===== src/rtl/id_ex_stage.sv =====
// Decode/issue stage with integrated ID/EX register: operand and destination
// formation, load-use and multiply-busy stalls, and branch-flush squashing.
module id_ex_stage #(
   parameter int SIZE     = 32,
   parameter int REGBITS  = 5,
   parameter int LINK_REG = 31,
   parameter int CTRLW    = 8,
   parameter int MUL_LAT  = 4
) (
   input  logic               clk,
   input  logic               reset,
   input  logic               valid_in,
   input  logic               flush,
   input  logic [31:0]        instruction_in,
   input  logic [SIZE-1:0]    nextPC_in,
   input  logic [SIZE-1:0]    busA_in,
   input  logic [SIZE-1:0]    busB_in,
   input  logic               RType_in,
   input  logic               RegWrite_in,
   input  logic               MemToReg_in,
   input  logic               MemWrite_in,
   input  logic               mul_in,
   input  logic               extOp_in,
   input  logic               LHIOp_in,
   input  logic               PCtoReg_in,
   input  logic [CTRLW-1:0]   ctrl_pass_in,
   output logic               stall_out,
   output logic               valid_out,
   output logic [SIZE-1:0]    nextPC_out,
   output logic [SIZE-1:0]    busA_out,
   output logic [SIZE-1:0]    busB_out,
   output logic [SIZE-1:0]    memVal_out,
   output logic [25:0]        imm26_out,
   output logic [REGBITS-1:0] destReg_out,
   output logic               RegWrite_out,
   output logic               MemToReg_out,
   output logic               MemWrite_out,
   output logic               mul_out,
   output logic [CTRLW-1:0]   ctrl_pass_out
);

   localparam int MCW = (MUL_LAT > 1) ? $clog2(MUL_LAT) : 1;
   localparam logic [MCW-1:0] MCNT_LOAD = MCW'(MUL_LAT - 1);

   typedef enum logic {RUN, MUL_WAIT} state_t;

   function automatic logic signed [SIZE-1:0] ext_imm(input logic [15:0] imm, input logic sgn);
      ext_imm = sgn ? {{(SIZE-16){imm[15]}}, imm} : {{(SIZE-16){1'b0}}, imm};
   endfunction

   // ISA numbers bit 0 as the MSB: rs=[6:10], rt=[11:15], rd=[16:20], imm16=[16:31]
   logic [4:0]  rs_f, rt_f, rd_f;
   logic [15:0] imm16;
   logic        unused_opcode;
   assign rs_f          = instruction_in[25:21];
   assign rt_f          = instruction_in[20:16];
   assign rd_f          = instruction_in[15:11];
   assign imm16         = instruction_in[15:0];
   assign unused_opcode = ^instruction_in[31:26];

   state_t                   state_q, state_d;
   logic [MCW-1:0]           mcnt_q, mcnt_d;
   logic                     valid_q, regwrite_q, memtoreg_q, memwrite_q, mul_q;
   logic [REGBITS-1:0]       dest_q, dest_d;
   logic [SIZE-1:0]          a_q, a_d, b_q, b_d, mem_q, pc_q;
   logic signed [SIZE-1:0]   imm_ext;
   logic [25:0]              imm26_q;
   logic [CTRLW-1:0]         ctrl_q;
   logic                     rt_used, lu, busy, issue;

   always_comb begin
      imm_ext = ext_imm(imm16, extOp_in);
      a_d     = LHIOp_in ? {{(SIZE-16){1'b0}}, imm16} : busA_in;
      b_d     = RType_in ? busB_in : (LHIOp_in ? SIZE'(16) : imm_ext);
      dest_d  = PCtoReg_in ? REGBITS'(LINK_REG) : (RType_in ? REGBITS'(rd_f) : REGBITS'(rt_f));
   end

   // Hazard detection against the instruction now sitting in EX
   assign rt_used   = RType_in | MemWrite_in;
   assign lu        = valid_q & memtoreg_q & regwrite_q & (dest_q != '0) &
                      ((dest_q == REGBITS'(rs_f)) | (rt_used & (dest_q == REGBITS'(rt_f))));
   assign busy      = (state_q == MUL_WAIT);
   assign stall_out = valid_in & (lu | busy) & ~flush;
   assign issue     = valid_in & ~flush & ~lu & ~busy;

   always_comb begin
      state_d = state_q;
      mcnt_d  = mcnt_q;
      case (state_q)
         RUN: begin
            if (issue && mul_in && (MUL_LAT > 1)) begin
               state_d = MUL_WAIT;
               mcnt_d  = MCNT_LOAD;
            end
         end
         MUL_WAIT: begin
            if (flush || (mcnt_q <= MCW'(1))) begin
               state_d = RUN;
               mcnt_d  = '0;
            end else begin
               mcnt_d  = mcnt_q - MCW'(1);
            end
         end
         default: begin
            state_d = RUN;
            mcnt_d  = '0;
         end
      endcase
   end

   // ID -> EX register boundary
   always_ff @(posedge clk or negedge reset) begin
      if (!reset) begin
         state_q    <= RUN;
         mcnt_q     <= '0;
         valid_q    <= 1'b0;
         regwrite_q <= 1'b0;
         memtoreg_q <= 1'b0;
         memwrite_q <= 1'b0;
         mul_q      <= 1'b0;
         dest_q     <= '0;
         a_q        <= '0;
         b_q        <= '0;
         mem_q      <= '0;
         pc_q       <= '0;
         imm26_q    <= '0;
         ctrl_q     <= '0;
      end else begin
         state_q    <= state_d;
         mcnt_q     <= mcnt_d;
         valid_q    <= issue;
         regwrite_q <= issue & RegWrite_in;
         memtoreg_q <= issue & MemToReg_in;
         memwrite_q <= issue & MemWrite_in;
         mul_q      <= issue & mul_in;
         if (issue) begin
            dest_q  <= dest_d;
            a_q     <= a_d;
            b_q     <= b_d;
            mem_q   <= busB_in;
            pc_q    <= nextPC_in;
            imm26_q <= instruction_in[25:0];
            ctrl_q  <= ctrl_pass_in;
         end
      end
   end

   assign valid_out     = valid_q;
   assign RegWrite_out  = regwrite_q;
   assign MemToReg_out  = memtoreg_q;
   assign MemWrite_out  = memwrite_q;
   assign mul_out       = mul_q;
   assign destReg_out   = dest_q;
   assign busA_out      = a_q;
   assign busB_out      = b_q;
   assign memVal_out    = mem_q;
   assign nextPC_out    = pc_q;
   assign imm26_out     = imm26_q;
   assign ctrl_pass_out = ctrl_q;

endmodule

===== config.mk =====
export PLATFORM = sky130hd
export DESIGN_NAME = id_ex_stage
export DESIGN_NICKNAME = d
export VERILOG_FILES = /design/src/rtl/id_ex_stage.sv
export SDC_FILE = /design/constraint.sdc
export NUM_CORES = 1
export LEC_CHECK = 0
export BUFFER_PORTS_ARGS = -buffer_cell sky130_fd_sc_hd__clkbuf_2
export CAP_MARGIN = 10
export CORE_UTILIZATION = 43
export CTS_BUF_LIST = sky130_fd_sc_hd__clkbuf_4 sky130_fd_sc_hd__clkbuf_8 sky130_fd_sc_hd__clkbuf_16
export DETAILED_ROUTE_END_ITERATION = 10
export PLACE_DENSITY = 0.82
export SLEW_MARGIN = 5
export SYNTH_ARGS = -nofsm -noshare
export SYNTH_HDL_FRONTEND = slang
export SYNTH_SLANG_ARGS = --single-unit

===== constraint.sdc =====
create_clock -name clk -period 1.87 [get_ports clk]
set_input_delay 0.2805 -clock clk [delete_from_list [all_inputs] [get_ports clk]]
set_output_delay 0.2805 -clock clk [all_outputs]
set_load 0.02 [all_outputs]

# After elaboration in Yosys (flattened, before gate mapping)

Index checks and enable logic that the tools add are counted.

Output and inout bits: 173
Input bits: 148
Flip-flop bits (word level): 175

Reductions and logical operators: 3
Add/sub/neg operators: 1
Magnitude comparators: 1
Multiplexer cells: 12
Bitwise logic cells: 20
Eq/ne operators: 3

Operators by type and width:

| operator                                                        | number |
|---|---|
| 2-to-1 mux 32 bit                                               | 4 |
| AND 1 bit                                                       | 14 |
| equality test 5 bit                                             | 2 |
| 2-to-1 mux 5 bit                                                | 2 |
| nonzero test 5 bit                                              | 1 |
| 2-to-1 mux 2 bit                                                | 2 |
| case mux 2 bit (2 select lines)                                 | 1 |
| NOT 1 bit                                                       | 3 |
| OR 1 bit                                                        | 3 |
| less-or-equal comparator 2 x 1 -> 1 bit (second input constant) | 1 |
| 2-to-1 mux 1 bit                                                | 2 |
| != test 2 x 1 -> 1 bit (second input constant)                  | 1 |
| case mux 1 bit (2 select lines)                                 | 1 |
| subtractor 2 x 1 -> 2 bit (second input constant)               | 1 |
| logical AND 1 bit                                               | 1 |
| logical OR 1 bit                                                | 1 |

# Logic depth before layout (Yosys ltp)

Gate-level depths: netlist of run 1.

Depth after elaboration: 10
Gate-level depth with buffers: 8

# Worst setup path after synthesis of run 1

OpenSTA, ideal clock, no wires.

Path kind: reg-to-reg
From: register dest_q[3] (netlist: destReg_out[3])
To: register mem_q[0] (netlist: memVal_out[0])
Arrival: 1838 ps
Period minus slack after synthesis: 1963 ps
Library setup time: 125 ps
Path buffers: 3
Path slack: -93 ps
Cell stages (with the launch flop): 9
Data required time: 1745 ps
Path through: dfrtp_1 xnor2_1 nand4_1 o22ai_2 a21o_1 buf_4 buf_6 buf_6 mux2_4

Longest elaborated chain between the ends: 7

RTL lines:

| element                    | line | source |
|---|---|---|
| from (decl)                | 64   | `logic [REGBITS-1:0] dest_q, dest_d;` |
| from (signal assigned)     | 137  | `dest_q <= dest_d;` |
| equality test 5 bit        | 81   | `((dest_q == REGBITS'(rs_f)) \| (rt_used & (dest_q == REGBITS'(rt_f))));` |
| AND 1 bit                  | 81   |  |
| OR 1 bit                   | 81   |  |
| AND 1 bit (*)              | 80   | `assign lu = valid_q & memtoreg_q & regwrite_q & (dest_q != '0) &` |
| NOT 1 bit (*)              | 84   | `assign issue = valid_in & ~flush & ~lu & ~busy;` |
| AND 1 bit (*) (2 in a row) | 84   |  |
| to (signal assigned)       | 140  | `mem_q <= busB_in;` |
| to (decl)                  | 65   | `logic [SIZE-1:0] a_q, a_d, b_q, b_d, mem_q, pc_q;` |

Every way passes the cells marked *; elsewhere a longest branch is shown, timed or not.
A chain may end at the register's enable or synchronous reset.

# Worst setup path in the final report of run 1

From: register dest_q[1] (netlist: destReg_out[1])
To: register pc_q[23] (netlist: nextPC_out[23])

Longest elaborated chain between the ends: 7

RTL lines:

| element                    | line | source |
|---|---|---|
| equality test 5 bit        | 81   |  |
| AND 1 bit                  | 81   |  |
| OR 1 bit                   | 81   |  |
| AND 1 bit (*)              | 80   |  |
| NOT 1 bit (*)              | 84   |  |
| AND 1 bit (*) (2 in a row) | 84   |  |
| to (signal assigned)       | 141  | `pc_q <= nextPC_in;` |
| to (decl)                  | 65   |  |

Marked as above.

==> results.cfg, run 1 <==
[run_status]
status = finished with violations
violations = negative setup slack

[global_routing]
grt-ovfl-total = 0
grt_max_degree = 45
antenna_found_initial = 1
grt_pass1_wl_mm = 33.6
grt.total_usage_pct = 25.0
first_global_vias = 6045

[critical_path]
critPathKind = flip-flop to flip-flop
cp-start-kind = flip-flop
r2r-start = destReg_out[1]$_DFFE_PN0N_
crit_path_max_fanout = 8
cp-end-kind = flip-flop
cp.arrival_ps = 2420
critPathRequiredTime_ps = 2180
timing.critical_path.from = destReg_out[1]$_DFFE_PN0N_

[cts]
numCtsBuffers = 17
insertion_delay_ps = 430
cts_sinks = 175
cts_tree = done
cts_max_path_buffers = 2
cts_max_level = 4
clk_pin_slew_worst_paths_ps = 70
cts_root_buf = clkbuf_16

[timing]
max_freq_mhz = 475
setup_viol_count_final = 176
rsz0062_at_grt = true
fin_skew_ps = 11.3
finalHoldViolations = 0
finalCritPeriodShare_pct = 113
setup_ws_ps = -234
final_max_slew_viol_count = 0
tightest_slew_ps = 1080
timing.final.crit_period_ps = 2100
whs_ps = 68.0
slew_headroom_pct = 27.4

[floorplan]
num_io_pins = 321
coreArea_um2 = 16700
dieHeight_um = 133
die_x_um = 133
rows = 47
die_area_um2 = 17800
initial_core_util_pct = 44.4

[place]
placed_cell_area_um2 = 9590
hpwl_mm = 14.6
routabilityCongestion = 0.802
io_buffers = 314

[flow_run]
maxCapViolCount = 0

[synth]
syn_nets = 648
syn-cell-area_um2 = 7410
avgSynthCellArea_um2 = 14.8
synth_cells = 499
synth.ff_latch_count = 175
yosysSeqAreaShare_pct = 59.1
yosys.area.top_type = dfrtp_1
synth.area.top_cells = dfrtp_1 (59%), mux2_2 (16%), mux2_4 (8.9%)
ys_warn_count = 0
ys_types = 33
synth_top_area_share_pct = 59.1

[layout]
area_delta_synth_final_pct = 51.5
layout-drive-gt1-share_pct = 66.0
final_nets = 1029
diodes = 0
utilization_pct = 67.2
fillCellCount = 1184
fin_area_um2 = 11200

[power]
powerDensity_nw_per_um2 = 1080
peakVddDrop_uv = 701
seqPwrFrac_pct = 40.4
comb_power_share_pct = 30.1
switching_share_pct = 31.8
switchingPower_uw = 3860
p_clk_share_pct = 29.5
power_uw = 12100
power.leakage_uw = 0.00590
p_int_uw = 8260

[drt]
firstDrtPassIters = 4
dr_total_vias = 5690
routed_wl_mm = 21.9
ant_nets = 0
avgViaCountPerCell = 5.11
avgRoutedWirePerCell_um = 19.7
drc = 0
drt_iter0_markers = 241

[worst_hold_path]
hold_path_class = input pin to flip-flop
min-delay-start = busA_in[23]
-- cell usage after synthesis, drive strengths merged --
master / n
a211o: 5
a211oi: 1
a21o: 2
a21oi: 23
a22o: 27
a31oi: 1
a32o: 1
and2: 4
buf: 19
clkbuf: 10
dfrtp: 175
ha: 1
inv: 22
mux2: 147
mux2i: 20
nand2: 5
nand2b: 2
nand3: 2
nand4: 1
nor2: 5
nor2b: 5
nor3: 1
nor3b: 5
o21ai: 3
o22ai: 1
or2: 1
xnor2: 10
-- logic make-up after synthesis --
| family | count (synthesis) | share of synthesized area [%] |
|---|---|---|
| AOI/OAI and AO/OA | 64 | 6.30 |
| xor gates and xnor gates | 10 | 1.18 |
| adders and majority gates | 1 | 0.169 |
| buffers and inverters | 51 | 3.58 |
| and+or+nand+nor | 31 | 2.38 |
| muxes | 167 | 27.3 |
| DFF | 175 | 59.1 |
-- worst max-delay path, cell delays in order (launching register included) --
cell and delay, ps:
dfrtp_2 450, xnor2_2 150, o21ai_1 90, o22ai_2 120, buf_4 140, a21o_4 220, buf_12 140, buf_12 120
buf_12 130, buf_12 130, mux2_4 290
-- cells in the final DEF, fill, tap and decap left out, types with 2 or more instances in the layout --
cell / netlist / routed
clkbuf_2: 0 / 312
dfrtp_1: 175 / 170
mux2_4: 44 / 117
mux2_2: 102 / 30
a22o_1: 27 / 27
buf_4: 5 / 25
buf_12: 0 / 23
a21oi_1: 23 / 22
inv_1: 21 / 21
mux2i_1: 20 / 20
clkbuf_16: 0 / 20
buf_8: 0 / 10
buf_16: 0 / 8
buf_6: 6 / 8
xnor2_1: 10 / 7
nand2_1: 5 / 5
nor2_1: 5 / 5
nor2b_1: 5 / 5
a211o_1: 5 / 5
dfrtp_2: 0 / 5
and2_4: 0 / 4
nor3b_1: 4 / 4
inv_6: 0 / 4
xnor2_2: 0 / 3
clkinvlp_4: 0 / 3
clkinv_4: 0 / 3
nand2b_1: 2 / 2
nand3_1: 2 / 2
o21ai_0: 3 / 2
clkinv_2: 0 / 2
bufinv_16: 0 / 2
-- metal layers --
| layer | GRT usage [%] | vias up | wire length, um |
|---|---|---|---|
| met5 | 0 | - | 11 |
| met4 | 10.6 | 2 | 670 |
| met3 | 5.97 | 52 | 1110 |
| met2 | 42.3 | 224 | 11100 |
| met1 | 30.4 | 2873 | 9030 |
| li1 | - | 2539 | - |
-- through the flow --
| step | setup slack, ps | setup TNS (ps) | std cells |
|---|---|---|---|
| global route | -299 | -35400 | 1113 |
| global placement | -57.8 | -2520 | 1049 |
| CTS | -222 | -21900 | 1110 |
| detailed placement | -73.3 | -3360 | 1049 |
| finish | -234 | -24520 | 1113 |
| floorplan | -4.34 | -174 | 499 |
-- power by group through the flow --
| stage | Sequential, uW | Combinational [uW] | Clock, uW |
|---|---|---|---|
| 6_report | 4890 | 3640 | 3580 |
| 3_3_place_gp | 4890 | 3110 | 0 |
| 4_1_cts | 4880 | 3600 | 3630 |
| 3_5_place_dp | 4920 | 3180 | 0 |
| 5_1_grt | 4960 | 3840 | 3810 |
| 2_1_floorplan | 5720 | 1050 | 0 |
-- final timing paths --
kind | endpoint | slack, ps | depth (start not counted)
setup reg to reg | nextPC_out[23]$_DFFE_PN0N_ | -230 | 10
hold / removal | busA_out[23]$_DFFE_PN0N_ | 70 | 2
setup / recovery | nextPC_out[23]$_DFFE_PN0N_ | -230 | 10
hold reg to reg | busA_out[16]$_DFFE_PN0N_ | 510 | 1
min in group asynchronous | memVal_out[21]$_DFFE_PN0N_ | 360 | 2
max in group asynchronous | nextPC_out[9]$_DFFE_PN0N_ | 910 | 3
-- cell type report --
type | instances | area, um2 | area share [%]
clock buffer | 18 | 439 | 3.91
inverter | 22 | 95.1 | 0.847
tap | 220 | 275 | 2.45
clock inverter | 14 | 154 | 1.37
timing repair buffer | 391 | 2790 | 24.8
sequential | 175 | 4390 | 39.1
multi-input combinational | 273 | 3090 | 27.5
-- state kept, by name, summed over array words and instances, names as in the netlist --
signal	count
ctrl_pass_out	8
memVal_out	32
busB_out	32
valid_out	1
RegWrite_out	1
busy	1
MemToReg_out	1
nextPC_out	32
mcnt_q	2
mul_out	1
MemWrite_out	1
destReg_out	5
imm26_out	26
busA_out	32
-- repair_timing --
action,in CTS,in global routing
endpoints found under the hold margin,38,0
buffers inserted,18,4
pin swaps,22,3
setup endpoints to repair,126,175
hold buffers,1,0
cloned,11,3
resized for setup,116,21
(Power assumes the default switching activity.)
==> run 2: changes to the inputs <==
--- a/config.mk
+++ b/config.mk
@@ -7,6 +7,7 @@
 export LEC_CHECK = 0
 export BUFFER_PORTS_ARGS = -buffer_cell sky130_fd_sc_hd__clkbuf_2
 export CAP_MARGIN = 10
+export CORE_ASPECT_RATIO = 1.25
 export CORE_UTILIZATION = 43
 export CTS_BUF_LIST = sky130_fd_sc_hd__clkbuf_4 sky130_fd_sc_hd__clkbuf_8 sky130_fd_sc_hd__clkbuf_16
 export DETAILED_ROUTE_END_ITERATION = 10
==> run 2 against run 1 <==
Net effect:
- the run still ends with negative setup slack left
- die area about the same
- via count shrank 0.98%
- clock-buffer cell count rose by 3
- hold slack better by 5.2 ps
- routed wire length rose by 0.42%
- clock skew shrank 0.77 ps
- combinational power fell by 2%
==> results.cfg, run 2 (synthesized netlist as in run 1, its figures left out) <==
[critical_path]
critPathSlowestCell = dfrtp_2
cp_cell_sequence = xnor2_1, nand3_1, o22ai_2, buf_4, a21oi_2, nor2_1, buf_4
cpPeakStageDelay_ps = 450
critPathKind = flip-flop to output pin
crit_path_max_fanout = 5
r2r_setup_slack_ps = -160
cp.arrival_ps = 1800
critPathRequiredTime_ps = 1590
cp_common_cell = buf_4
reg2regPathDepth = 10
r2r_end = busA_out[17]$_DFFE_PN0N_
r2r-start = destReg_out[2]$_DFFE_PN0N_
cp-end-kind = output pin
cp-start-kind = flip-flop

[drt]
routed_wl_mm = 22.0
dr_total_vias = 5634
drt_iter0_markers = 208
drc = 0
firstDrtPassIters = 4
ant_nets = 0
avgRoutedWirePerCell_um = 19.8
avgViaCountPerCell = 5.08

[timing]
tightest_slew_ps = 1030
finalHoldViolations = 0
rsz0062_at_grt = true
fin_skew_ps = 10.5
setup_ws_ps = -215
setup-tns-final_ps = -12540
finalCritPeriodShare_pct = 111
timing.final.crit_period_ps = 2080
max_freq_mhz = 480
setup_viol_count_final = 172
whs_ps = 73.2
slew_headroom_pct = 31.1
final_max_slew_viol_count = 0

[floorplan]
num_io_pins = 321
coreArea_um2 = 16800
dieHeight_um = 149
die_area_um2 = 17800
rows = 53
initial_core_util_pct = 44.0
die_x_um = 119

[power]
power.leakage_uw = 0.00587
peakVddDrop_uv = 580
powerDensity_nw_per_um2 = 1110
power_uw = 12400

[layout]
final_cell_mix = clkbuf_2 (312), dfrtp_1 (170), mux2_4 (99)
regArea_um2 = 4390
final_nets = 1026
fillCellCount = 1243
multi_input_area_um2 = 3040
layout_commonest_cell = clkbuf_2
layout-drive-gt1-share_pct = 66.1
stdcell_count = 1110
area_delta_synth_final_pct = 50.9
diodes = 0

[global_routing]
first_global_vias = 5935
antenna_found_initial = 0
grt.total_usage_pct = 23.4
grt_pass1_wl_mm = 31.5
grt-ovfl-total = 0
grt_max_degree = 46

[place]
hpwl_mm = 14.0
io_buffers = 314
routabilityCongestion = 0.794
post-place-ws_ps = -120
dp_cells = 1036

[cts]
cts_tree = done
cts_max_level = 4
insertion_delay_ps = 420
cts_sinks = 175
clk_pin_slew_worst_paths_ps = 70
cts_max_path_buffers = 2
cts_root_buf = clkbuf_16
numCtsBuffers = 17

[worst_hold_path]
whs_path_depth = 2
hold_end = busA_out[26]$_DFFE_PN0N_
min-delay-start = busA_in[26]
hold_path_class = input pin to flip-flop

[run_status]
status = finished with violations
violations = negative setup slack

[flow_run]
maxCapViolCount = 0
run 2: cell type report:
cell class | count | area share (%)
Inverter | 22 | 0.850
Multi-Input combinational cell | 274 | 27.2
Timing Repair Buffer | 387 | 24.4
Tap cell | 220 | 2.46
Sequential cell | 175 | 39.2
Clock inverter | 11 | 1.57
Clock buffer | 21 | 4.24
run 2: routing by layer:
metal	GRT usage, %	part of all wire (%)	vias to the layer above
li1	-	-	2533
met1	27.5	40	2852
met2	41.7	53	226
met3	5.81	5.1	23
met4	8.25	1.4	0
met5	0	0	-
run 2: how the worst max path moves through the flow:
stage          slack [ps]                  startpoint  cells after the start                          to
3_3_place_gp          -50  destReg_out[2]$_DFFE_PN0N_                      6  memVal_out[31]$_DFFE_PN0N_
6_report             -210  destReg_out[2]$_DFFE_PN0N_                      7                   stall_out
2_1_floorplan          -4  destReg_out[3]$_DFFE_PN0N_                      8   memVal_out[0]$_DFFE_PN0N_
5_1_grt              -330  destReg_out[3]$_DFFE_PN0N_                      7                   stall_out
4_1_cts              -270  destReg_out[2]$_DFFE_PN0N_                      7   memVal_out[8]$_DFFE_PN0N_
3_5_place_dp         -120  destReg_out[4]$_DFFE_PN0N_                      6  memVal_out[31]$_DFFE_PN0N_
run 2: where the power goes:
part | internal [uW] | total, uW | switching [uW]
registers | 4470 | 4890 | 424
clock network | 2380 | 3910 | 1530
logic | 1710 | 3570 | 1860
total | 8560 | 12400 | 3810
run 2: what timing repair did:
item | in CTS | in global routing
hold buffers | 1 | 0
setup buffers | 13 | 12
gates resized for setup | 49 | 67
setup endpoints to repair | 135 | 176
hold endpoints to repair | 30 | 0
pin swaps | 16 | 13
gates cloned | 12 | 11
run 2: worst max-delay path, delay by kind of cell, from the launching register on:
kind | cells | cell delay, ps
DFF | 1 | 450
buffers and inverters | 2 | 320
AOI/OAI and AO/OA | 2 | 220
and+or+nand+nor | 2 | 220
xor gates and xnor gates | 1 | 190
run 2: stage by stage:
stage | cell area (um2) | util, %
2_1_floorplan | 7440 | -
3_3_place_gp | 9450 | 56.1
3_5_place_dp | 9450 | 56.1
4_1_cts | 10700 | 63.6
5_1_grt | 11200 | 66.4
6_report | 11200 | 66.4
==> run 3: changes to the inputs <==
--- a/config.mk
+++ b/config.mk
@@ -7,12 +7,12 @@
 export LEC_CHECK = 0
 export BUFFER_PORTS_ARGS = -buffer_cell sky130_fd_sc_hd__clkbuf_2
 export CAP_MARGIN = 10
-export CORE_ASPECT_RATIO = 1.25
-export CORE_UTILIZATION = 43
+export CORE_AREA = 2 2 124 126
 export CTS_BUF_LIST = sky130_fd_sc_hd__clkbuf_4 sky130_fd_sc_hd__clkbuf_8 sky130_fd_sc_hd__clkbuf_16
 export DETAILED_ROUTE_END_ITERATION = 10
-export PLACE_DENSITY = 0.82
-export SLEW_MARGIN = 5
+export DIE_AREA = 0 0 126 128
+export PLACE_DENSITY = 0.9
+export SLEW_MARGIN = 10
 export SYNTH_ARGS = -nofsm -noshare
 export SYNTH_HDL_FRONTEND = slang
 export SYNTH_SLANG_ARGS = --single-unit
==> constraint.sdc (replaced) <==
create_clock -name clk -period 2.6 [get_ports clk]
set_input_delay 0.39 -clock clk [delete_from_list [all_inputs] [get_ports clk]]
set_output_delay 0.39 -clock clk [all_outputs]
set_load 0.02 [all_outputs]
==> run 3 against run 2 <==
Net effect:
- the run now ends clean
- cell count down 8.2%
- non-clock buffer count shrank 58
- power shrank 33%
- sequential power down 28%
- flip-flop and latch count unchanged
- hold slack better by 100 ps
- clock-buffer cell count down 2
- global-route usage shrank 0.32 points
- critical path depth shrank 1
- via count is 6.5% lower
- register-to-register slack improved by 540 ps
- highest routed layer unchanged
==> results.cfg, run 3 (synthesized netlist as in run 1, its figures left out) <==
[timing]
setup_ws_ps = 309
rsz0062_at_grt = false
slew_headroom_pct = 24.4
fin_skew_ps = 9.68
setup-tns-final_ps = 0
setup_viol_count_final = 0
timing.final.crit_period_ps = 2290
tightest_slew_ps = 1130
max_freq_mhz = 436
finalHoldViolations = 0
whs_ps = 178
final_max_slew_viol_count = 0
finalCritPeriodShare_pct = 88.1

[global_routing]
met2_usage_pct = 38.9
grt.busiest_layer = met2
first_global_vias = 5494
grt.total_usage_pct = 23.1
grt_max_degree = 65
antenna_found_initial = 1
grt-ovfl-total = 0
grt_pass1_wl_mm = 29.2
met1_usage_pct = 29.2
use_met3_pct = 6.14

[place]
dp_cells = 986
io_buffers = 314
placed_cell_area_um2 = 9230
post-place-ws_ps = 320
hpwl_mm = 14.1
routabilityCongestion = 0.803

[critical_path]
cp-end-kind = output pin
critPathKind = flip-flop to output pin
critPathSlowestCell = dfrtp_1
r2r-start = destReg_out[2]$_DFFE_PN0N_
cp_cell_sequence = xnor2_1, nand4_1, o22ai_2, a21oi_1, nor2_1, clkbuf_2
r2r_setup_slack_ps = 380
crit_path_max_fanout = 5
cp.arrival_ps = 1900
cpPeakStageDelay_ps = 470
critPathRequiredTime_ps = 2210
r2r_end = busB_out[18]$_DFFE_PN0N_
cp-start-kind = flip-flop
reg2regPathDepth = 8

[floorplan]
die_x_um = 126
initial_core_util_pct = 49.8
die_area_um2 = 16100
rows = 45
num_io_pins = 321
coreArea_um2 = 14900
dieHeight_um = 128

[cts]
cts_max_path_buffers = 2
cts_tree = done
cts_root_buf = clkbuf_16
clk_pin_slew_worst_paths_ps = 60
cts_max_level = 4
hold_buffers = 1
insertion_delay_ps = 420
numCtsBuffers = 17
postCtsSetupBuffers = 0
cts_sinks = 175
cts_resized = 0

[worst_hold_path]
hold_path_class = input pin to flip-flop
min-delay-start = RegWrite_in
whs_path_depth = 2
hold_end = RegWrite_out$_DFF_PN0_

[layout]
diodes = 0
fin_area_um2 = 9830
layout-drive-gt1-share_pct = 61.6
stdcell_count = 1019
area_delta_synth_final_pct = 32.7
final_cell_mix = clkbuf_2 (313), dfrtp_1 (175), mux2_2 (102)
layout_commonest_cell = clkbuf_2
fillCellCount = 1099
final_nets = 967

[drt]
avgViaCountPerCell = 5.17
firstDrtPassIters = 4
ant_nets = 0
routed_wl_mm = 18.6
drt_iter0_markers = 250
dr_total_vias = 5266
drc = 0
avgRoutedWirePerCell_um = 18.3

[flow_run]
maxCapViolCount = 0

[run_status]
status = finished clean

[power]
power.leakage_uw = 0.00504
powerDensity_nw_per_um2 = 839
peakVddDrop_uv = 423
==> run 3: worst max-delay path: cells and delay by family (launching register included) <==
kind                      cells  cell delay, ps
AOI/OAI and AO/OA             2             400
xor gates and xnor gates      1             170
buffers and inverters         1             190
DFF                           1             470
and+or+nand+nor               2             260
==> run 3: stage by stage <==
| stage | total power, uW | utilization (%) |
|---|---|---|
| after global routing | 8650 | 66.2 |
| after detailed placement | 5750 | 62.1 |
| after CTS | 8340 | 66.2 |
| after global placement | 5660 | 62.1 |
| after floorplan | 4860 | - |
| final | 8250 | 66.2 |
==> run 3: area by class of cell <==
class	instances	area, um2	area share (%)
clock inverter	13	150	1.53
multi-input combinational	273	2770	28.2
tap	188	235	2.39
timing repair buffer	329	1770	18.0
sequential	175	4380	44.5
clock buffer	19	447	4.54
inverter	22	82.6	0.840
==> run 3: power by group <==
| group | switching [uW] | leakage [uW] | internal (uW) |
|---|---|---|---|
| registers | 297 | 0.00210 | 3210 |
| clock network | 1090 | 0.000294 | 1470 |
| logic | 1240 | 0.00265 | 945 |
| total | 2620 | 0.00504 | 5630 |
==> run 3: worst max path at each step <==
stage,start,end,slack [ps]
floorplan,destReg_out[3]$_DFFE_PN0N_,memVal_out[0]$_DFFE_PN0N_,640
global placement,instruction_in[18],busB_out[17]$_DFFE_PN0N_,350
detailed placement,instruction_in[18],busB_out[18]$_DFFE_PN0N_,320
CTS,destReg_out[2]$_DFFE_PN0N_,stall_out,260
global route,destReg_out[0]$_DFFE_PN0N_,stall_out,180
finish,destReg_out[2]$_DFFE_PN0N_,stall_out,310
==> run 3: per-layer routing <==
layer,up-vias,part of all wire [%]
met2,211,51
met1,2616,40
met5,-,0
li1,2406,-
met3,33,6.4
met4,0,2.2
